### src/rtl/aes_pkg.sv
// Shared AES definitions: controller state encoding, field constants and xtime.
package aes_pkg;

    typedef enum logic [1:0] {
        IDLE = 2'd0,
        BUSY = 2'd1,
        DONE = 2'd2
    } state_t;

    localparam logic [7:0] GF_POLY  = 8'h1B;
    localparam logic [7:0] COEF_0E  = 8'h0E;
    localparam logic [7:0] COEF_0B  = 8'h0B;
    localparam logic [7:0] COEF_0D  = 8'h0D;
    localparam logic [7:0] COEF_09  = 8'h09;
    localparam int         NUM_COLS = 4;

    // Multiply by x in GF(2^8), reducing by the AES polynomial on overflow.
    function automatic logic [7:0] xtime(input logic [7:0] b);
        return {b[6:0], 1'b0} ^ (b[7] ? GF_POLY : 8'h00);
    endfunction

endpackage

### src/rtl/inv_gf_mul.sv
// Products of one byte by the four InvMixColumns coefficients, from an xtime chain.
module inv_gf_mul
    import aes_pkg::*;
(
    input  logic [7:0] a,
    output logic [7:0] mul_09,
    output logic [7:0] mul_0b,
    output logic [7:0] mul_0d,
    output logic [7:0] mul_0e
);

    logic [7:0] x2;
    logic [7:0] x4;
    logic [7:0] x8;

    // Successive doublings give 2a, 4a, 8a; each coefficient is an XOR of those.
    always_comb begin
        x2     = xtime(a);
        x4     = xtime(x2);
        x8     = xtime(x4);
        mul_09 = x8 ^ a;
        mul_0b = x8 ^ x2 ^ a;
        mul_0d = x8 ^ x4 ^ a;
        mul_0e = x8 ^ x4 ^ x2;
    end

endmodule

### src/rtl/inv_mix_columns.sv
// InvMixColumns over a 128-bit state, one column per cycle through a shared multiplier set.
//
// state | meaning
// IDLE  | waiting for in_valid; in_ready=1
// BUSY  | transforming column col_q in place, columns 0..3
// DONE  | result held on dataOut with out_valid=1 until out_ready
module inv_mix_columns
    import aes_pkg::*;
(
    input  logic         clk,
    input  logic         rst,
    input  logic [127:0] dataIn,
    input  logic         enable,
    input  logic         in_valid,
    output logic         in_ready,
    output logic [127:0] dataOut,
    output logic         out_valid,
    input  logic         out_ready
);

    state_t       state_q;
    state_t       state_d;
    logic [127:0] st_q;
    logic [1:0]   col_q;
    logic         load;
    logic         write_col;

    logic [31:0]  col_in;
    logic [31:0]  col_out;
    logic [7:0]   a    [NUM_COLS];
    logic [7:0]   m09  [NUM_COLS];
    logic [7:0]   m0b  [NUM_COLS];
    logic [7:0]   m0d  [NUM_COLS];
    logic [7:0]   m0e  [NUM_COLS];
    logic [7:0]   b    [NUM_COLS];

    // State register; reset abandons any operation in flight.
    always_ff @(posedge clk) begin
        if (rst) begin
            state_q <= IDLE;
        end else begin
            state_q <= state_d;
        end
    end

    // Next-state and datapath control.
    always_comb begin
        state_d   = state_q;
        load      = 1'b0;
        write_col = 1'b0;
        case (state_q)
            IDLE: begin
                if (in_valid) begin
                    load    = 1'b1;
                    state_d = enable ? BUSY : DONE;
                end
            end
            BUSY: begin
                write_col = 1'b1;
                if (col_q == 2'd3) begin
                    state_d = DONE;
                end
            end
            DONE: begin
                if (out_ready) begin
                    state_d = IDLE;
                end
            end
            default: state_d = IDLE;
        endcase
    end

    // Select the active column; a0 is the most significant byte.
    always_comb begin
        col_in = st_q[32*col_q +: 32];
        for (int i = 0; i < NUM_COLS; i++) begin
            a[i] = col_in[31-8*i -: 8];
        end
    end

    genvar g;
    generate
        for (g = 0; g < NUM_COLS; g++) begin : g_mul
            inv_gf_mul u_mul (
                .a      (a[g]),
                .mul_09 (m09[g]),
                .mul_0b (m0b[g]),
                .mul_0d (m0d[g]),
                .mul_0e (m0e[g])
            );
        end
    endgenerate

    // Circulant combine: row i takes 0E at byte i, then 0B, 0D, 09 rotating right.
    always_comb begin
        for (int i = 0; i < NUM_COLS; i++) begin
            b[i] = m0e[i] ^ m0b[(i+1)%NUM_COLS] ^ m0d[(i+2)%NUM_COLS] ^ m09[(i+3)%NUM_COLS];
        end
        col_out = {b[0], b[1], b[2], b[3]};
    end

    // State register and column counter; the counter wraps 3->0 on the last BUSY cycle.
    always_ff @(posedge clk) begin
        if (rst) begin
            st_q  <= '0;
            col_q <= 2'd0;
        end else if (load) begin
            st_q  <= dataIn;
            col_q <= 2'd0;
        end else if (write_col) begin
            st_q[32*col_q +: 32] <= col_out;
            col_q                <= col_q + 2'd1;
        end
    end

    assign in_ready  = (state_q == IDLE);
    assign out_valid = (state_q == DONE);
    assign dataOut   = st_q;

endmodule
### config.mk
export PLATFORM = sky130hd
export DESIGN_NAME = inv_mix_columns
export DESIGN_NICKNAME = d
export VERILOG_FILES = /design/src/rtl/aes_pkg.sv /design/src/rtl/inv_gf_mul.sv /design/src/rtl/inv_mix_columns.sv
export SDC_FILE = /design/constraint.sdc
export NUM_CORES = 1
export LEC_CHECK = 0
export ABC_CLOCK_PERIOD_IN_PS = 7100
export CAP_MARGIN = 30
export CORE_MARGIN = 3
export CORE_UTILIZATION = 52
export CTS_BUF_LIST = sky130_fd_sc_hd__clkbuf_16
export CTS_CLUSTER_SIZE = 24
export DETAILED_ROUTE_END_ITERATION = 6
export GPL_TIMING_DRIVEN = 0
export PLACE_DENSITY = 0.86
export SETUP_SLACK_MARGIN = 0.3
export SYNTH_ARGS = -nofsm -noshare
export SYNTH_HDL_FRONTEND = slang
export SYNTH_SLANG_ARGS = --single-unit
### constraint.sdc
create_clock -name clk -period 7.1 [get_ports clk]
set_clock_uncertainty 0.1 [all_clocks]
set_input_delay 1.065 -clock clk [delete_from_list [all_inputs] [get_ports clk]]
set_output_delay 1.065 -clock clk [all_outputs]
set_load 0.02 [all_outputs]
## Word-level counts from Yosys, hierarchy flattened

Index checks and enable logic that the tools add are counted.

- Register bits: 132
- Bits in latches: 0
- Bits in writable memories: 0
- Memory bits (read-only): 0
- Memories: 0

- $add $sub $neg: 2
- $mul: 0
- Div/mod/pow operators: 0
- Magnitude comparators: 0
- Eq/ne operators: 6
- Shifts and indexed selects: 3
- Mux-type cells: 23
- Bitwise gates (word level): 48
- Reductions and logical operators: 4

Operators by type and width:

| cell | number |
|---|---|
| $xor 8x8->8 | 48 |
| $mux 128 | 2 |
| $bwmux 128 | 1 |
| $shift 32x34->128 const A | 1 |
| $shiftx 128x8->32 | 1 |
| $shiftx 32x34->128 | 1 |
| $mux 5 | 12 |
| $neg 7->34 | 1 |
| $mux 2 | 4 |
| $pmux 2 s3 | 1 |
| $eq 2x2->1 const B | 2 |
| $ne 2x2->1 const B | 2 |
| $mux 1 | 3 |
| $reduce_and 3->1 | 1 |
| $add 2x1->2 const B | 1 |
| $eq 2x1->1 const B | 1 |
| $logic_not 2->1 | 1 |
| $ne 2x1->1 const B | 1 |
| $reduce_bool 2->1 | 1 |
| $reduce_or 2->1 | 1 |

## Logic depth before layout (Yosys ltp)

Gate-level depths: netlist of run 1.

- Depth after elaboration: 16
- Gate-level depth with buffers: 11

## Modules after synthesis

Synthesis of run 1 repeated with hierarchy kept, for this count alone.

- Cells, all modules: 1121
- Area, all modules: 10565.1 um^2

Modules (own cells, without submodules):

| module | instances | cells an instance | area an instance (um^2) | seq. area each (um^2) |
|---|---|---|---|---|
| inv_mix_columns | 1 | 905 | 8132.8 | 2642.5 |
| inv_gf_mul | 4 | 54 | 608.1 | 0.0 |

## Worst setup path before layout of run 1

Ideal clock, no wire load.

- Path type: register to register
- Start: register col_q[1]
- End: register st_q[127], in the netlist dataOut[127]
- Library setup time: 128 ps
- Arrival: 2725 ps
- Required time: 6872 ps
- Path slack: 4148 ps
- Stages on the path, launching flop included: 9
- Buffers on the path: 2
- Period minus slack after synthesis: 2952 ps
- Path through: dfxtp_1 buf_6 buf_8 mux4_2 xnor2_2 xnor3_1 xnor3_1 a222oi_1 nor2_1

- Cells in the longest elaborated chain, start to end: 14
- Elaborated cells between the ends (all ways): 67
- Classes of those cells: add/sub (1); shift (3); mux (15); bitwise (48)

RTL lines:

| element | line | text |
|---|---|---|
| start: declaration | inv_mix_columns.sv:24 | `logic [1:0] col_q;` |
| start signal: assignment | inv_mix_columns.sv:112 | `col_q <= col_q + 2'd1;` |
| $shiftx 128x8->32 | inv_mix_columns.sv:75 | `col_in = st_q[32*col_q +: 32];` |
| $xor 8x8->8 / $mux 5 (equally long branches) (2 in a row) | aes_pkg.sv:19 | `return {b[6:0], 1'b0} ^ (b[7] ? GF_POLY : 8'h00);` |
| $mux 5 / $xor 8x8->8 (equally long branches) | aes_pkg.sv:19 |  |
| $xor 8x8->8 | aes_pkg.sv:19 |  |
| $xor 8x8->8 (on tied branches) | inv_gf_mul.sv:23, inv_gf_mul.sv:24, inv_gf_mul.sv:22 |  |
| $xor 8x8->8 (on tied branches) | inv_gf_mul.sv:24, inv_gf_mul.sv:22 |  |
| $xor 8x8->8 (3 in a row) | inv_mix_columns.sv:97 | `b[i] = m0e[i] ^ m0b[(i+1)%NUM_COLS] ^ m0d[(i+2)%NUM_COLS] ^ m09[(i+3)%NUM_COLS];` |
| $shiftx 32x34->128 | inv_mix_columns.sv:111 | `st_q[32*col_q +: 32] <= col_out;` |
| $bwmux 128 * | inv_mix_columns.sv:111 |  |
| $mux 128 * | inv_mix_columns.sv:110 | `end else if (write_col) begin` |
| $mux 128 * | inv_mix_columns.sv:107 | `end else if (load) begin` |
| end signal: assignment | inv_mix_columns.sv:108 | `st_q <= dataIn;` |
| end signal: indexed assignment | inv_mix_columns.sv:111 |  |
| end: declaration | inv_mix_columns.sv:23 | `logic [127:0] st_q;` |

Every way passes the cells marked *; elsewhere a longest branch is shown, timed or not. The select of a mux whose other input is x is not followed.
A chain may end at the register's enable or synchronous reset.

## Worst setup path in the final report of run 1

- Start: register col_q[0]
- End: register st_q[125], in the netlist dataOut[125]

Same word-level chain as after synthesis.

==> impl_results.md, run 1 <==
* Status: finished, violations left
* Failing checks: DRC
* Detailed Routing Iterations Pass 1 at 7
* Fillers at 1108
* Worst-Margin Slew at 0.843 ns
* Final period util at 0.539
* Avg Synthesized Cell Area at 11.6 µm²
* Die area at 17900 µm²
* Vias at 8244
* Max-slew violation count at 0
* Worst Hold Class: reg -> reg
* Mapped Nets at 869
* RSZ-0062 raised after global routing: false
* # DRC at 18
* IO buf count at 262
* # hold bufs at CTS at 0
* Die W at 134 µm
* Minimum clock period at 3.83 ns
* WP buf/inv at 5
* Max Cap Viol at 0
* Root buf cell: clkbuf_16
* Share of cells above drive strength 1 at 0.120
* CP delay by family, top: buffers and inverters
* WP data required at 7.34 ns
* Setup TNS at 0 ns
* Multi-input logic area at 5420 µm²
* H-tree levels at 4
* Final worst slack at 3.27 ns
* I/O pin total at 263
* Worst-path cell chain: buf_6, buf_2, buf_4, inv_1, ha_1, nor2_1, nor4b_1, nor2b_1, clkbuf_1, o2bb2ai_1
* DR WL/cell at 26.6 µm
* Vias per cell at 6.64
* Pre-CTS WS at 3.45 ns
* Top-count cell post-synth: dfxtp_1
* Storage cell area at 2640 µm²
* Clock-pin slew on the worst setup and hold paths at 0.06 ns
* Post_cts resized at 0
* Die span in y at 134 µm
* Fmax at 0.261 GHz
* Sequential share of the synthesized area at 0.311
* Synth Register Bits at 132
* Largest stage delay, worst path at 0.65 ns
* Crit-path slowest cell: clkbuf_1
* Post-synth cell types at 35
* Global placer's final weighted congestion at 0.995
* Setup violators final at 0
* Clock latency on the worst-skew pair at 0.43 ns
* Yosys top cell area share at 0.311
* CTS tree: built
* Maximum number of pins on one net before global-route repair at 17
* Worst Setup Path Type: reg -> reg
* Yosys Warn Count at 0
* Final net count at 1150
* Placed cells at 1209
* Area grow syn2layout at 40.6%
* Routed Antenna Nets at 0
* Synth Instances at 731
* Core Region at 15900 µm²
* Mapped cell area at 8480 µm²
* Cell accounting for the most synthesized area: dfxtp_1
* GRT Total Usage at 0.366
* CP arrival at 4.07 ns
* Total Wirelength at 33000 µm
* CTS Buffer Depth at 2
* FFs w/ async S/R, synth at 0
* CTS sink cnt at 132
* Initial Util at 0.532
* Post-synth top flop: dfxtp_1
* TritonCTS buffer count at 17
* Post CTS Setup Buffer Count at 0
* Hpwl dp at 23900 µm
* CP endpoint kind: flop
* Total global routing overflow at 0
* Commonest cells post-synth: dfxtp_1, a22oi_1, xnor2_1
* Cell Rows at 46
* Final Hold Vio Count at 0
* Vias in the first global route at 8342
* Rel. slew slack at 0.438
* DR iter-0 viols at 1202
* Initial antenna violation count at 0
* Largest cells by area after synthesis: dfxtp_1, xnor2_1, mux4_2
* Global-route wire length before repair at 49600 µm
* Startpoint types: flop
* Met1 usage at 0.472
* Ant diodes at 0
* Met3 Use GR at 0.0982
* Final core utilization at 0.748
* Met2 Use GR at 0.584
* EDFF count, synth at 0
* Grt peak-use layer: met2
* Post-route non-filler standard cell count at 1241
* Worst Path Max Fanout at 10
==> cell usage in the layout, fill, tap and decap left out, types with 17 or more instances in the layout <==
cell             instances
dfxtp_1                132
mux4_2                  32
nor2_1                  48
clkbuf_1                54
clkbuf_16               17
a222oi_1                40
o2bb2ai_1               80
xor2_1                  24
xnor2_2                 23
clkdlybuf4s50_1        262
xnor3_1                 29
xnor2_1                 84
a22oi_1                 91
==> sequential cells by signal (all words and copies together) (netlist names) <==
signal and count:
col_q 2, state_q 2, dataOut 128
==> cell families after synthesis <==
family                     Yosys count  synth area share
buffers and inverters               81            0.0500
xor gates and xnor gates           181             0.287
DFF                                132             0.311
AOI/OAI and AO/OA                  221             0.217
muxes                               33            0.0863
adders and majority gates            5           0.00737
and+or+nand+nor                     78            0.0404
==> worst paths after layout <==
kind	start	end	slack (ns)	cells after the start
max	col_q[0]	dataOut[125]	3.27	10
min	dataOut[7]	dataOut[7]	0.43	2
max reg2reg	col_q[0]	dataOut[125]	3.27	10
min reg2reg	dataOut[7]	dataOut[7]	0.43	2
==> layer usage <==
| layer | vias up | wire (µm) |
|---|---|---|
| li1 | 3384 | - |
| met1 | 3965 | 11900 |
| met2 | 754 | 15300 |
| met3 | 141 | 4230 |
| met4 | 0 | 1590 |
| met5 | - | 0 |
==> stage by stage <==
stage          hold slack, ns  cell area (µm²)
6_report                0.433            11900
5_1_grt                 0.456            11900
4_1_cts                 0.434            11900
3_5_place_dp            0.419            11400
3_3_place_gp            0.411            11400
2_1_floorplan           0.384             8480
==> tightest hold or removal path, cell delays in order (launching register included) <==
cell and delay, ns:
dfxtp_1 0.34, a222oi_1 0.07, nor2_1 0.08
==> area by class of cell <==
cell class | count | area share
plain buffers | 77 | 0.0343
clock buffers | 17 | 0.0357
clock inverters | 15 | 0.0104
inverters | 4 | 0.00126
multi-input cells | 518 | 0.454
flip-flops and latches | 132 | 0.222
well taps | 216 | 0.0227
repair buffers | 262 | 0.220
Power of run 1 is left out: the tool's default activity adds up to more than one toggle a clock period on the data nets, which glitch-free logic cannot reach.
==> run 2, diff against run 1 <==
--- a/config.mk
+++ b/config.mk
@@ -5,15 +5,15 @@
 export SDC_FILE = /design/constraint.sdc
 export NUM_CORES = 1
 export LEC_CHECK = 0
-export ABC_CLOCK_PERIOD_IN_PS = 7100
+export ABC_CLOCK_PERIOD_IN_PS = 3500
 export CAP_MARGIN = 30
 export CORE_MARGIN = 3
-export CORE_UTILIZATION = 52
+export CORE_UTILIZATION = 43
 export CTS_BUF_LIST = sky130_fd_sc_hd__clkbuf_16
 export CTS_CLUSTER_SIZE = 24
 export DETAILED_ROUTE_END_ITERATION = 6
 export GPL_TIMING_DRIVEN = 0
-export PLACE_DENSITY = 0.86
+export PLACE_DENSITY = 0.76
 export SETUP_SLACK_MARGIN = 0.3
 export SYNTH_ARGS = -nofsm -noshare
 export SYNTH_HDL_FRONTEND = slang
==> constraint.sdc (replaced) <==
create_clock -name clk -period 3.5 [get_ports clk]
set_clock_uncertainty 0.1 [all_clocks]
set_input_delay 0.525 -clock clk [delete_from_list [all_inputs] [get_ports clk]]
set_output_delay 0.525 -clock clk [all_outputs]
set_load 0.02 [all_outputs]
==> run 2 against run 1 <==
  * The run still ends with DRC left
  * Worst setup slack worse by 3.0 ns
  * Global-route usage down 5.6 points
  * Worst hold slack worse by 0.0027 ns
  * Flip-flop and latch count unchanged
  * Non-clock buffer count increased by 51
==> impl_results.md, run 2 (synthesis gave the netlist of run 1 again) <==
* Status: finished, violations left
* Failing checks: DRC
* Finished Cell Area at 12900 µm²
* Initial Util at 0.446
* Core Region at 19000 µm²
* I/O pin total at 263
* DR WL/cell at 26.4 µm
* Total global routing overflow at 0
* Detailed Routing Iterations Pass 1 at 7
* Vias per cell at 6.19
* Commonest non-fill, non-tap cell in the layout: clkdlybuf4s50_1
* Global placer's final weighted congestion at 0.980
* Clock-pin slew on the worst setup and hold paths at 0.06 ns
* Dpl cell area at 11400 µm²
* CP arrival at 3.42 ns
* WP data required at 3.70 ns
* Startpoint types: flop
* IO buf count at 262
* Routed Antenna Nets at 0
* Hpwl dp at 24800 µm
* Minimum clock period at 3.22 ns
* Vias in the first global route at 8248
* H-tree levels at 4
* Max Cap Viol at 0
* Die area at 21500 µm²
* Ant diodes at 0
* Area grow syn2layout at 52.0%
* GRT Total Usage at 0.310
* DR iter-0 viols at 1068
* Total Wirelength at 35300 µm
* Initial antenna violation count at 0
* Die W at 146 µm
* Worst Hold Class: reg -> reg
* Max-slew violation count at 0
* CP endpoint kind: flop
* # hold bufs at CTS at 0
* Worst Setup Path Type: reg -> reg
* CTS tree: built
* Die span in y at 146 µm
* Worst-Margin Slew at 0.893 ns
* Final hold slack at 0.430 ns
* RSZ-0062 raised after global routing: true
* Vias at 8273
* TritonCTS buffer count at 17
* Final period util at 0.920
* Setup violators final at 0
* Global-route wire length before repair at 50800 µm
* Fmax at 0.311 GHz
* Max reg flops at 128
* Rel. slew slack at 0.405
* Worst Path Max Fanout at 10
* Clock latency on the worst-skew pair at 0.43 ns
* # DRC at 31
* CTS Buffer Depth at 2
* Fillers at 1436
* Share of cells above drive strength 1 at 0.204
* CTS sink cnt at 132
* Root buf cell: clkbuf_16
* Final core utilization at 0.678
* Maximum number of pins on one net before global-route repair at 17
* Most frequent cells in the layout: clkdlybuf4s50_1, dfxtp_1, a22oi_1, o2bb2ai_1, xnor2_1
* Cell Rows at 50
* Final net count at 1201
* Final Hold Vio Count at 0
## run 2: changes by cell type in the layout (fill, tap and decap cells not counted), moves of 10 or more
cell,previous run,this run
buf_4,4,53
xnor2_1,84,62
xnor2_2,23,35
xnor2_4,2,12
## run 2: cell type report
class / instances / area [µm²] / share of cell area
repair buffers: 313 / 3070 / 0.238
clock inverters: 15 / 125 / 0.00970
multi-input cells: 518 / 5800 / 0.450
plain buffers: 77 / 490 / 0.0380
clock buffers: 17 / 425 / 0.0330
inverters: 4 / 15.0 / 0.00116
well taps: 260 / 325 / 0.0252
flip-flops and latches: 132 / 2650 / 0.205
## run 2: metal layers
metal	routed length (µm)	track usage
met1	13400	0.401
met4	1260	0.124
met2	16600	0.505
met3	4110	0.0717
met5	0	0
## run 2: path summary, 6_finish.rpt
kind / from / end / slack (ns) / cells past startpoint
worst max-delay path: col_q[1] / dataOut[52] / 0.28 / 9
worst min register to register: dataOut[103] / dataOut[103] / 0.43 / 2
worst min-delay path: dataOut[103] / dataOut[103] / 0.43 / 2
worst max register to register: col_q[1] / dataOut[52] / 0.28 / 9
## run 2: repair_timing
item	CTS	global route
cloned	0	2
endpoints found under the setup margin	124	126
resized for setup	50	34
endpoints found under the hold margin	0	0
pin swaps	15	19
setup buffers	21	28
## run 2: metrics by stage
step           setup WS (ns)  TNS, ns  std cells
6_report               0.280        0       1336
3_5_place_dp          -0.127    -4.05       1253
4_1_cts                0.297        0       1306
3_3_place_gp         -0.0975    -1.64       1253
2_1_floorplan          0.548        0        731
5_1_grt                0.235        0       1336
## run 2: critical path, stage by stage, from the launching register on
cell       delay, ns
dfxtp_4         0.38
buf_12          0.14
buf_16          0.15
buf_8           0.19
mux4_2          0.65
xor2_2          0.29
xnor2_4         0.19
xnor3_2         0.60
xor2_4          0.24
o2bb2ai_1       0.14
Power of run 2 is left out for the same reason.
==> run 3, diff against run 2 <==
--- a/config.mk
+++ b/config.mk
@@ -15,6 +15,7 @@
 export GPL_TIMING_DRIVEN = 0
 export PLACE_DENSITY = 0.76
 export SETUP_SLACK_MARGIN = 0.3
+export SKIP_CTS_REPAIR_TIMING = 1
 export SYNTH_ARGS = -nofsm -noshare
 export SYNTH_HDL_FRONTEND = slang
 export SYNTH_SLANG_ARGS = --single-unit
==> run 3 against run 2 <==
  * The flow still finishes with violations (DRC)
  * First-iteration DRC count is 0.37% higher
  * Sequential share of layout area hardly changed
  * Worst hold slack better by 0.0023 ns
  * Critical path depth stayed put
  * Worst setup slack better by 0.032 ns
  * Global-route usage is 0.64 points lower
  * Register-to-register slack better by 0.03 ns
  * Clock-buffer cell count stayed put
  * Flip-flop and latch count stayed put
  * Utilization is 0.16 points lower
  * Via count is 0.50% lower
==> impl_results.md, run 3 (synthesis gave the netlist of run 1 again) <==
* Final hold slack at 0.433 ns
* Status: finished, violations left
* Initial antenna violation count at 0
* Worst R2R Setup Slack at 0.31 ns
* Routed Antenna Nets at 0
* Commonest non-fill, non-tap cell in the layout: clkdlybuf4s50_1
* Reg2Reg Launch Point: col_q[1]
* Total Wirelength at 35300 µm
* I/O pin total at 263
* Max Cap Viol at 0
* Max reg flops at 128
* Most frequent cells in the layout: clkdlybuf4s50_1, dfxtp_1, a22oi_1, o2bb2ai_1, xnor2_1
* R2R Path End: dataOut[28]
* Die W at 146 µm
* Worst Path Max Fanout at 8
* # DRC at 15
* CP arrival at 3.38 ns
* Hold Path Sink: dataOut[103]
* Setup violators final at 0
* Clock latency on the worst-skew pair at 0.44 ns
* Final core utilization at 0.677
* Vias in the first global route at 8070
* Die area at 21500 µm²
* CP endpoint kind: flop
* Clock-pin slew on the worst setup and hold paths at 0.06 ns
* DR WL/cell at 26.6 µm
* Failing checks: DRC
* CTS tree: built
* Vias per cell at 6.21
* IO buf count at 262
* Global placer's final weighted congestion at 0.980
* Initial Util at 0.446
* Minimum clock period at 3.19 ns
* CTS sink cnt at 132
* Final period util at 0.911
* Core Region at 19000 µm²
* Ant diodes at 0
* Cell Rows at 50
* Hold_sp: dataOut[103]
* Global-route wire length before repair at 49800 µm
* Worst Hold Class: reg -> reg
* Hold Path Depth at 2
* Root buf cell: clkbuf_16
* Vias at 8232
* Fmax at 0.314 GHz
* H-tree levels at 4
* Worst-Margin Slew at 0.878 ns
* Final net count at 1190
* Detailed Routing Iterations Pass 1 at 7
* TritonCTS buffer count at 17
* Hpwl dp at 24800 µm
* Maximum number of pins on one net before global-route repair at 17
* Final Hold Vio Count at 0
* Worst R2R Path Depth at 9
* GRT Total Usage at 0.304
* CTS Buffer Depth at 2
* Area grow syn2layout at 51.6%
* RSZ-0062 raised after global routing: true
* Die span in y at 146 µm
* DR iter-0 viols at 1072
* Total global routing overflow at 0
* Share of cells above drive strength 1 at 0.202
* Startpoint types: flop
* WP data required at 3.69 ns
* Max-slew violation count at 0
* Worst Setup Path Type: reg -> reg
* Rel. slew slack at 0.414
* Setup TNS at 0 ns
run 3: worst max-delay path, stage by stage, from the launching register on:
cell and delay (ns):
dfxtp_4 0.37, buf_12 0.14, buf_4 0.12, mux4_2 0.51, buf_6 0.19, xnor2_4 0.20, xor3_1 0.48, xnor3_2 0.54
xnor2_4 0.22, o2bb2ai_1 0.16
run 3: metal layers:
metal	share of wire	wire length (µm)	GRT usage	vias to the layer above
met4	0.034	1200	0.114	0
met3	0.11	3970	0.0692	94
li1	-	-	-	3472
met1	0.38	13400	0.398	4024
met2	0.47	16700	0.493	642
met5	0	0	0	-
run 3: through the flow:
stage          area (µm²)  worst slack (ns)  instances
2_1_floorplan        8480             0.548        731
3_3_place_gp        11400           -0.0975       1253
3_5_place_dp        11400            -0.127       1253
4_1_cts             12000            -0.143       1285
5_1_grt             12900             0.244       1325
6_report            12900             0.312       1325
run 3: worst max path at each step:
stage | startpoint | end | slack (ns) | cells past startpoint
final | col_q[1] | dataOut[28] | 0.31 | 9
after global routing | col_q[1] | dataOut[124] | 0.24 | 9
after CTS | col_q[0] | dataOut[123] | -0.14 | 10
after detailed placement | col_q[0] | dataOut[123] | -0.13 | 10
after global placement | col_q[0] | dataOut[121] | -0.1 | 10
after floorplan | col_q[1] | dataOut[127] | 0.55 | 8
run 3: layout make-up:
| cell class | count | area [µm²] |
|---|---|---|
| fill | 1442 | 6150 |
| sequential | 132 | 2650 |
| inverter | 4 | 15.0 |
| clock buffer | 17 | 425 |
| buffer | 77 | 493 |
| clock inverter | 15 | 125 |
| timing repair buffer | 302 | 2970 |
| tap | 260 | 325 |
| multi-input combinational | 518 | 5870 |
Power of run 3 is left out for the same reason.
